### config.mk
export PLATFORM = sky130hd
export DESIGN_NAME = famicom_ppu_bus_seq
export DESIGN_NICKNAME = d
export VERILOG_FILES = /design/src/rtl/famicom_ppu_bus_pkg.sv /design/src/rtl/famicom_ppu_bus_seq_arb.sv /design/src/rtl/famicom_ppu_bus_seq.sv
export SDC_FILE = /design/constraint.sdc
export NUM_CORES = 1
export LEC_CHECK = 0
export ABC_AREA = 1
export CORE_MARGIN = 1
export CORE_UTILIZATION = 48
export DETAILED_ROUTE_END_ITERATION = 12
export PLACE_DENSITY = 0.86
export SLEW_MARGIN = 15
export SYNTH_ARGS = -nofsm -noshare
export SYNTH_HDL_FRONTEND = slang
export SYNTH_HIERARCHICAL = 1
export SYNTH_SLANG_ARGS = --single-unit
### constraint.sdc
create_clock -name CLK -period 3.5 [get_ports CLK]
set_input_delay 0.35 -clock CLK [delete_from_list [all_inputs] [get_ports CLK]]
set_output_delay 0.35 -clock CLK [all_outputs]
set_load 0.1 [all_outputs]
### src/rtl/famicom_ppu_bus_pkg.sv
// Shared types for the PPU bus sequencer: bus FSM states, mirroring modes
// and requester IDs.
package famicom_ppu_bus_pkg;

   typedef enum logic [1:0] {
      ST_IDLE = 2'd0,
      ST_ALE  = 2'd1,
      ST_STB1 = 2'd2,
      ST_STB2 = 2'd3
   } bus_state_t;

   localparam int MIRROR_H = 0;
   localparam int MIRROR_V = 1;

   typedef enum logic {
      REQ_REND = 1'b0,
      REQ_CPU  = 1'b1
   } req_id_t;

endpackage

### src/rtl/famicom_ppu_bus_seq_arb.sv
// Requester arbitration for the PPU bus.
// Render has priority, but a streak counter forces a CPU win after CPU_SLOT
// consecutive render grants made while the CPU was waiting.
// Ports:
//   CLK, RST            clock, synchronous active-high reset
//   decide              1 on a decision edge (FSM in IDLE or STB2)
//   rend_req, cpu_req   pending requests
//   win_id, win_valid   winner and "someone requests", valid when decide=1
module famicom_ppu_bus_arb
   import famicom_ppu_bus_pkg::*;
#(
   parameter int CPU_SLOT = 8
) (
   input  logic    CLK,
   input  logic    RST,
   input  logic    decide,
   input  logic    rend_req,
   input  logic    cpu_req,
   output req_id_t win_id,
   output logic    win_valid
);

   logic [3:0] streak_q, streak_d;
   logic       cpu_wins;

   always_comb begin
      cpu_wins  = cpu_req && (!rend_req || (streak_q == 4'(CPU_SLOT)));
      win_valid = rend_req || cpu_req;
      win_id    = cpu_wins ? REQ_CPU : REQ_REND;
      streak_d  = streak_q;
      if (decide) begin
         // Only render grants made while the CPU waits count toward the streak.
         if (!cpu_req || cpu_wins) streak_d = 4'd0;
         else                      streak_d = streak_q + 4'd1;
      end
   end

   always_ff @(posedge CLK) begin
      if (RST) streak_q <= 4'd0;
      else     streak_q <= streak_d;
   end

endmodule

### src/rtl/famicom_ppu_bus_seq.sv
// PPU-side bus sequencer: arbitrates render fetches and CPU $2007 accesses
// and drives the multiplexed PPU bus (ALE/AD/PA/nRD/nWE) plus the nametable
// SRAM chip select and mirrored A10.
// Ports:
//   CLK, RST                       clock, synchronous active-high reset
//   rend_req/addr, rend_gnt/done   render read port
//   cpu_req/we/addr/wdata,
//   cpu_gnt/done                   CPU data port
//   rd_data                        read data, valid with a done pulse
//   ALE, PA_hi, AD_out, AD_oe,
//   AD_in, nRD, nWE                multiplexed PPU bus
//   nVRAM_CS, VRAM_A10             nametable SRAM select and A10
//
// state   | meaning
// IDLE    | bus quiet, waiting for a request (decision edge)
// ALE     | address on AD/PA, latch enable high, grant pulse
// STB1    | first strobe cycle (nRD or nWE low)
// STB2    | second strobe cycle, read data sampled, decision edge
module famicom_ppu_bus_seq
   import famicom_ppu_bus_pkg::*;
#(
   parameter int MIRROR   = 0,
   parameter int CPU_SLOT = 8
) (
   input  logic        CLK,
   input  logic        RST,
   input  logic        rend_req,
   input  logic [13:0] rend_addr,
   output logic        rend_gnt,
   output logic        rend_done,
   input  logic        cpu_req,
   input  logic        cpu_we,
   input  logic [13:0] cpu_addr,
   input  logic [7:0]  cpu_wdata,
   output logic        cpu_gnt,
   output logic        cpu_done,
   output logic [7:0]  rd_data,
   output logic        ALE,
   output logic [5:0]  PA_hi,
   output logic [7:0]  AD_out,
   output logic        AD_oe,
   input  logic [7:0]  AD_in,
   output logic        nRD,
   output logic        nWE,
   output logic        nVRAM_CS,
   output logic        VRAM_A10
);

   bus_state_t  state_q, state_d;
   logic [13:0] addr_q, addr_d;
   logic        we_q, we_d;
   logic [7:0]  wdata_q, wdata_d;
   req_id_t     id_q, id_d;
   logic        rend_done_q, rend_done_d;
   logic        cpu_done_q, cpu_done_d;
   logic [7:0]  rd_data_q, rd_data_d;

   logic        decide;
   logic        win_valid;
   req_id_t     win_id;
   logic        active;

   assign decide = (state_q == ST_IDLE) || (state_q == ST_STB2);

   famicom_ppu_bus_arb #(.CPU_SLOT(CPU_SLOT)) u_arb (
      .CLK       (CLK),
      .RST       (RST),
      .decide    (decide),
      .rend_req  (rend_req),
      .cpu_req   (cpu_req),
      .win_id    (win_id),
      .win_valid (win_valid)
   );

   always_comb begin
      state_d     = state_q;
      addr_d      = addr_q;
      we_d        = we_q;
      wdata_d     = wdata_q;
      id_d        = id_q;
      rd_data_d   = rd_data_q;
      rend_done_d = 1'b0;
      cpu_done_d  = 1'b0;

      if (state_q == ST_STB2) begin
         rend_done_d = (id_q == REQ_REND);
         cpu_done_d  = (id_q == REQ_CPU);
         if (!we_q) rd_data_d = AD_in;
      end

      unique case (state_q)
         ST_ALE:  state_d = ST_STB1;
         ST_STB1: state_d = ST_STB2;
         default: state_d = win_valid ? ST_ALE : ST_IDLE;
      endcase

      // Render is read-only, so its captured we/wdata are forced to a read.
      if (decide && win_valid) begin
         id_d    = win_id;
         addr_d  = (win_id == REQ_CPU) ? cpu_addr : rend_addr;
         we_d    = (win_id == REQ_CPU) && cpu_we;
         wdata_d = (win_id == REQ_CPU) ? cpu_wdata : 8'h00;
      end
   end

   always_ff @(posedge CLK) begin
      if (RST) begin
         state_q     <= ST_IDLE;
         addr_q      <= '0;
         we_q        <= 1'b0;
         wdata_q     <= '0;
         id_q        <= REQ_REND;
         rend_done_q <= 1'b0;
         cpu_done_q  <= 1'b0;
         rd_data_q   <= '0;
      end else begin
         state_q     <= state_d;
         addr_q      <= addr_d;
         we_q        <= we_d;
         wdata_q     <= wdata_d;
         id_q        <= id_d;
         rend_done_q <= rend_done_d;
         cpu_done_q  <= cpu_done_d;
         rd_data_q   <= rd_data_d;
      end
   end

   assign active = (state_q != ST_IDLE);

   always_comb begin
      ALE      = 1'b0;
      AD_oe    = 1'b0;
      AD_out   = 8'h00;
      PA_hi    = 6'h00;
      nRD      = 1'b1;
      nWE      = 1'b1;
      nVRAM_CS = 1'b1;
      VRAM_A10 = 1'b0;
      rend_gnt = (state_q == ST_ALE) && (id_q == REQ_REND);
      cpu_gnt  = (state_q == ST_ALE) && (id_q == REQ_CPU);
      if (active) begin
         PA_hi    = addr_q[13:8];
         nVRAM_CS = ~addr_q[13];
         VRAM_A10 = (MIRROR == MIRROR_V) ? addr_q[10] : addr_q[11];
      end
      if (state_q == ST_ALE) begin
         ALE    = 1'b1;
         AD_oe  = 1'b1;
         AD_out = addr_q[7:0];
      end else if (active) begin
         AD_oe  = we_q;
         AD_out = we_q ? wdata_q : 8'h00;
         nRD    = we_q;
         nWE    = ~we_q;
      end
   end

   assign rend_done = rend_done_q;
   assign cpu_done  = cpu_done_q;
   assign rd_data   = rd_data_q;

endmodule
== Word level (Yosys, flattened, before mapping) ==
Index checks and enable logic that the tools add are counted.
Cells by class
  reduce and logical (&&, ||, !) cells: 15
  equal/unequal tests: 4
  multiplexer cells: 19
  bitwise gates (word level): 4
  multiply operators: 0
  magnitude comparators: 0
  add/subtract/negate cells: 1
  div/mod/pow operators: 0
  shift-type cells: 0
Operator list (number)
  $mux 8: 4
  $mux 14: 1
  $mux 1: 11
  $mux 6: 1
  $logic_and 1x1->1: 5
  $add 4x1->4 const B: 1
  $eq 2x2->1 const B: 2
  $eq 4x4->1 const B: 1
  $logic_or 1x1->1: 4
  $mux 4: 1
  $not 1->1: 4
  $pmux 2 s2: 1
  $eq 2x1->1 const B: 1
  $logic_not 1->1: 2
  $logic_not 2->1: 1
  $reduce_and 2->1: 1
  $reduce_bool 2->1: 1
  $reduce_or 2->1: 1
Word-level totals
  flip-flop bits (word level): 40
  memories: 0
  input port bits: 49
  output and inout bits: 32
  word-level logic and storage cells: 52
  bits in latches: 0
  RAM bits: 0
  ROM bits: 0

== Logic depth before layout (Yosys ltp) ==
  word-level depth: 5
  gate-level depth with buffers: 11
  gate-level depth less buffers: 9

== By module ==
The synthesis kept the hierarchy.
Modules (own cells, without submodules)
  famicom_ppu_bus_seq: sequential area each 720.7 µm², cells each 303, area each 1966.9 µm², times used 1
  famicom_ppu_bus_arb: sequential area each 80.1 µm², cells each 29, area each 221.5 µm², times used 1

== Worst setup path before layout ==
Ideal clock, no wire load.
  path kind: register to output
  from: reg state_q[1]
  to: out AD_out[0]
  setup slack: -71 ps
  path buffers: 0
  stages on the path, launching flop included: 5
  arrival time: 3221 ps
  data required time: 3150 ps
  cells stage by stage: dfxtp_1 -> inv_1 -> ha_1 -> clkinv_1 -> o22ai_1
On the way
  cells in the longest elaborated chain, start to end: 3
  elaborated cells on any way between the ends: 4
  those cells by class: eq/ne: 1; mux: 2; reduce/logical: 1
RTL lines
  start: declaration: line famicom_ppu_bus_seq.sv:49  | bus_state_t state_q, state_d;
  start signal: assignment: line famicom_ppu_bus_seq.sv:117  | state_q <= state_d;
  $reduce_bool 2->1: line famicom_ppu_bus_seq.sv:128  | assign active = (state_q != ST_IDLE);
  $mux 8: line famicom_ppu_bus_seq.sv:150  | end else if (active) begin
  $mux 8 *: line famicom_ppu_bus_seq.sv:146  | if (state_q == ST_ALE) begin
  end: declaration: line famicom_ppu_bus_seq.sv:40  | output logic [7:0] AD_out,
Mark *: on every way between the ends. The rest lies on a longest branch, timed or not.

== Worst setup path after layout ==
  from: reg state_q[1]
  to: out rend_gnt
On the way
  cells in the longest elaborated chain, start to end: 2
RTL lines
  $eq 2x1->1: line famicom_ppu_bus_seq.sv:139  | rend_gnt = (state_q == ST_ALE) && (id_q == REQ_REND);
  $logic_and 1x1->1: line famicom_ppu_bus_seq.sv:139
  end: declaration: line famicom_ppu_bus_seq.sv:29  | output logic rend_gnt,
Every way passes these cells.

==> results by group <==
Status
  • Status: completed

Timing
  • RSZ-0062 raised after global routing: no
  • Final Hold Vio Count: 0
  • Setup TNS: 0 ns
  • Finish-stage setup viols: 0
  • Clock Skew: 0.00542 ns
  • Peak Freq: 0.389 GHz
  • Least-Margin Pin Slew: 0.982 ns
  • Period minus WS final: 2.57 ns
  • Worst Hold Slack: 0.475 ns
  • Worst slew margin: 34.3%
  • Max-slew violation count: 0
  • Period utilisation layout: 73.4%

Setup path
  • Worst-path fanout max: 6
  • Crit path DAT: 2.22 ns
  • Cell mode on critical path: inv_1
  • WP buf/inv: 3
  • Critical Path Source Type: flip-flop
  • Slowest cell on crit path: clkdlybuf4s50_1
  • CP delay by family, top: buffers and inverters
  • Critical path class: flip-flop to output port
  • Required @ worst endpoint: 3.15 ns
  • Slowest stage delay, CP: 1.13 ns
  • Worst path cell trace: inv_1 -> ha_1 -> inv_1 -> nor2_1 -> clkdlybuf4s50_1
  • Crit end category: output port

Clocking
  • TritonCTS Buffers: 5
  • Reg clk slew, reported paths: 0.08 ns
  • Post_cts resized: 0
  • CTS H-Tree Depth: 2
  • CTS tree: done
  • Clock buffer depth: 2
  • Root Driver: clkbuf_8
  • Skew-Pair Late Insertion Delay: 0.29 ns
  • Sink Count: 40
  • # hold bufs at CTS: 0
  • # Post-CTS Setup Buffers: 0

Placed design
  • Placed insts: 453
  • Gpl congestion: 0.774
  • Placed cell area: 0.00292 mm²
  • DP Wirelength: 3.59 mm
  • IO buf count: 80

Layout
  • Area of the multi-input gates: 0.00107 mm²
  • Nets: 465
  • Antenna diodes: 0
  • Area Overhead vs Synth: 37.4%
  • Finished layout cell area: 0.00301 mm²
  • Post-route insts no fill: 461
  • Filler cells: 388
  • Share of post-route cells with drive strength above 1: 13.2%
  • Reg area: 801 µm²
  • Fin util: 69.1%

Yosys
  • Synthesized area: 0.00219 mm²
  • Synth cell types: 27
  • Synth top area share: 36.6%
  • Post-synthesis cell count: 332
  • Most common cell in the netlist: nand2_1
  • Number of synthesized flops with an enable pin: 0
  • Synth Flop Type: dfxtp_1
  • Synth warn: 6
  • FFs w/ async S/R, synth: 0%
  • Net count after synthesis: 389
  • Most frequent cells after synthesis: 107 x nand2_1, 58 x nor2_1, 51 x inv_1
  • Sequential cell area fraction in the yosys report: 36.6%
  • Yosys reg bits: 40
  • Avg Inst Size Synth: 6.59 µm²
  • Top cells by area, synth: dfxtp_1 37%, nand2_1 18%, nor2_1 9.9%
  • Largest area contributor in the netlist: dfxtp_1

Die
  • Io pins: 81
  • Core region area: 0.00435 mm²
  • Die Span X: 69.5 µm
  • Die height: 69.5 µm
  • Starting Density: 50.3%
  • Die area: 0.00483 mm²
  • # rows: 24

GRT
  • Largest net degree at the start of global routing: 28
  • GRT Util Overall: 22.1%
  • GRT overflow: 0
  • Vias in the first global route: 1997
  • Initial antenna violation count: 0
  • First-pass GRT wire length: 8.65 mm

Routing
  • Starting DRT DRC Count: 123
  • First-pass DRT Iterations: 4
  • Via count: 2187
  • WL final: 5.08 mm
  • Post-DRT Antenna Nets: 0
  • # DRC: 0
  • Vias/cell: 4.74
  • WL per Instance: 11.0 µm

Hold path
  • Hold Crit Class: flip-flop to flip-flop

Power and ir drop
  • Int Power: 1.06 mW
  • Pwr per Cell Area: 772 mW/mm²
  • Reg power frac: 26.5%
  • Clock network power share: 13.7%
  • Static Leak: 1.48 nW
  • P_sw: 1.26 mW
  • Sw Ratio: 54.2%
  • Part of the power in combinational logic: 59.8%
  • VDD IR max: 0.359 mV

Run
  • Max-Cap Viols: 0
==> layout make-up <==
cell class	count	area share, %
multi-input combinational	225	35.7
sequential	40	26.6
timing repair buffer	82	25.7
inverter	54	6.74
clock buffer	6	2.75
tap	52	2.16
clock inverter	2	0.333
==> flip-flops by register name, summed over array words and instances, names as in the netlist <==
register        flops
we_q                1
rd_data             8
id_q                1
wdata_q             8
u_arb/streak_q      4
cpu_done            1
state_q             2
addr_q             14
rend_done           1
==> worst reg2reg max path, cell delays in order, from the launching register on <==
cell      delay, ns
dfxtp_1        0.34
inv_1          0.09
ha_1           0.16
nand3_1        0.11
a21boi_2       0.14
buf_4          0.30
inv_1          0.27
nand2_1        0.13
nand2_1        0.07
nor2_1         0.13
nor2_1         0.05
==> stage by stage <==
step           total power [mW]  worst slack (ns)
2_1_floorplan              1.78           -0.0715
3_3_place_gp               1.99              1.28
3_5_place_dp               2.01              1.23
4_1_cts                    2.33             0.905
5_1_grt                    2.47             0.791
6_report                   2.32             0.931
==> placed cells by master, fill, tap and decap left out <==
cell	count
nand2_4	1
clkinv_2	2
ha_1	8
nand2_1	107
buf_4	19
a21oi_2	10
o21ai_0	9
clkinv_1	1
clkdlybuf4s50_1	63
nand3_1	3
and3_1	1
nor2_1	58
a21boi_2	1
a21oi_1	2
nor2_4	1
xor2_1	1
o22ai_1	8
inv_1	51
clkbuf_8	6
inv_2	2
xnor2_1	2
nand2_2	9
dfxtp_1	40
nor2_2	2
nor3_1	1
or2_2	1
==> kinds of logic after synthesis <==
logic type,share of synthesized area [%]
AND/OR/NAND/NOR,34.0
buffers and inverters,14.5
XOR/XNOR,1.20
adder cells (fa/ha/maj),4.57
AO/OA/AOI/OAI,9.15
flip-flops,36.6
==> final timing paths <==
check	start	end	slack [ns]	cells after the start
worst max register to register	u_arb/streak_q[1]$_SDFFE_PP0P_	addr_q[1]$_SDFFE_PP0P_	1.62	10
worst min-delay path	wdata_q[7]$_SDFFE_PP0P_	wdata_q[7]$_SDFFE_PP0P_	0.47	2
worst max-delay path	state_q[1]$_SDFF_PP0_	rend_gnt	0.93	5
worst min register to register	wdata_q[7]$_SDFFE_PP0P_	wdata_q[7]$_SDFFE_PP0P_	0.47	2
==> layer usage <==
| metal | GRT usage, % | routed length [µm] |
|---|---|---|
| met1 | 25.7 | 2090 |
| met2 | 39.6 | 2560 |
| met3 | 6.54 | 401 |
| met4 | 4.99 | 30 |
| met5 | 0 | 0 |
==> power groups by stage <==
stage	clock (mW)	sequential [mW]	combinational, mW
CTS	0.324	0.615	1.40
global route	0.341	0.625	1.50
floorplan	0	0.726	1.06
finish	0.319	0.615	1.39
detailed placement	0	0.626	1.39
global placement	0	0.621	1.37
(Power assumes the default switching activity.)
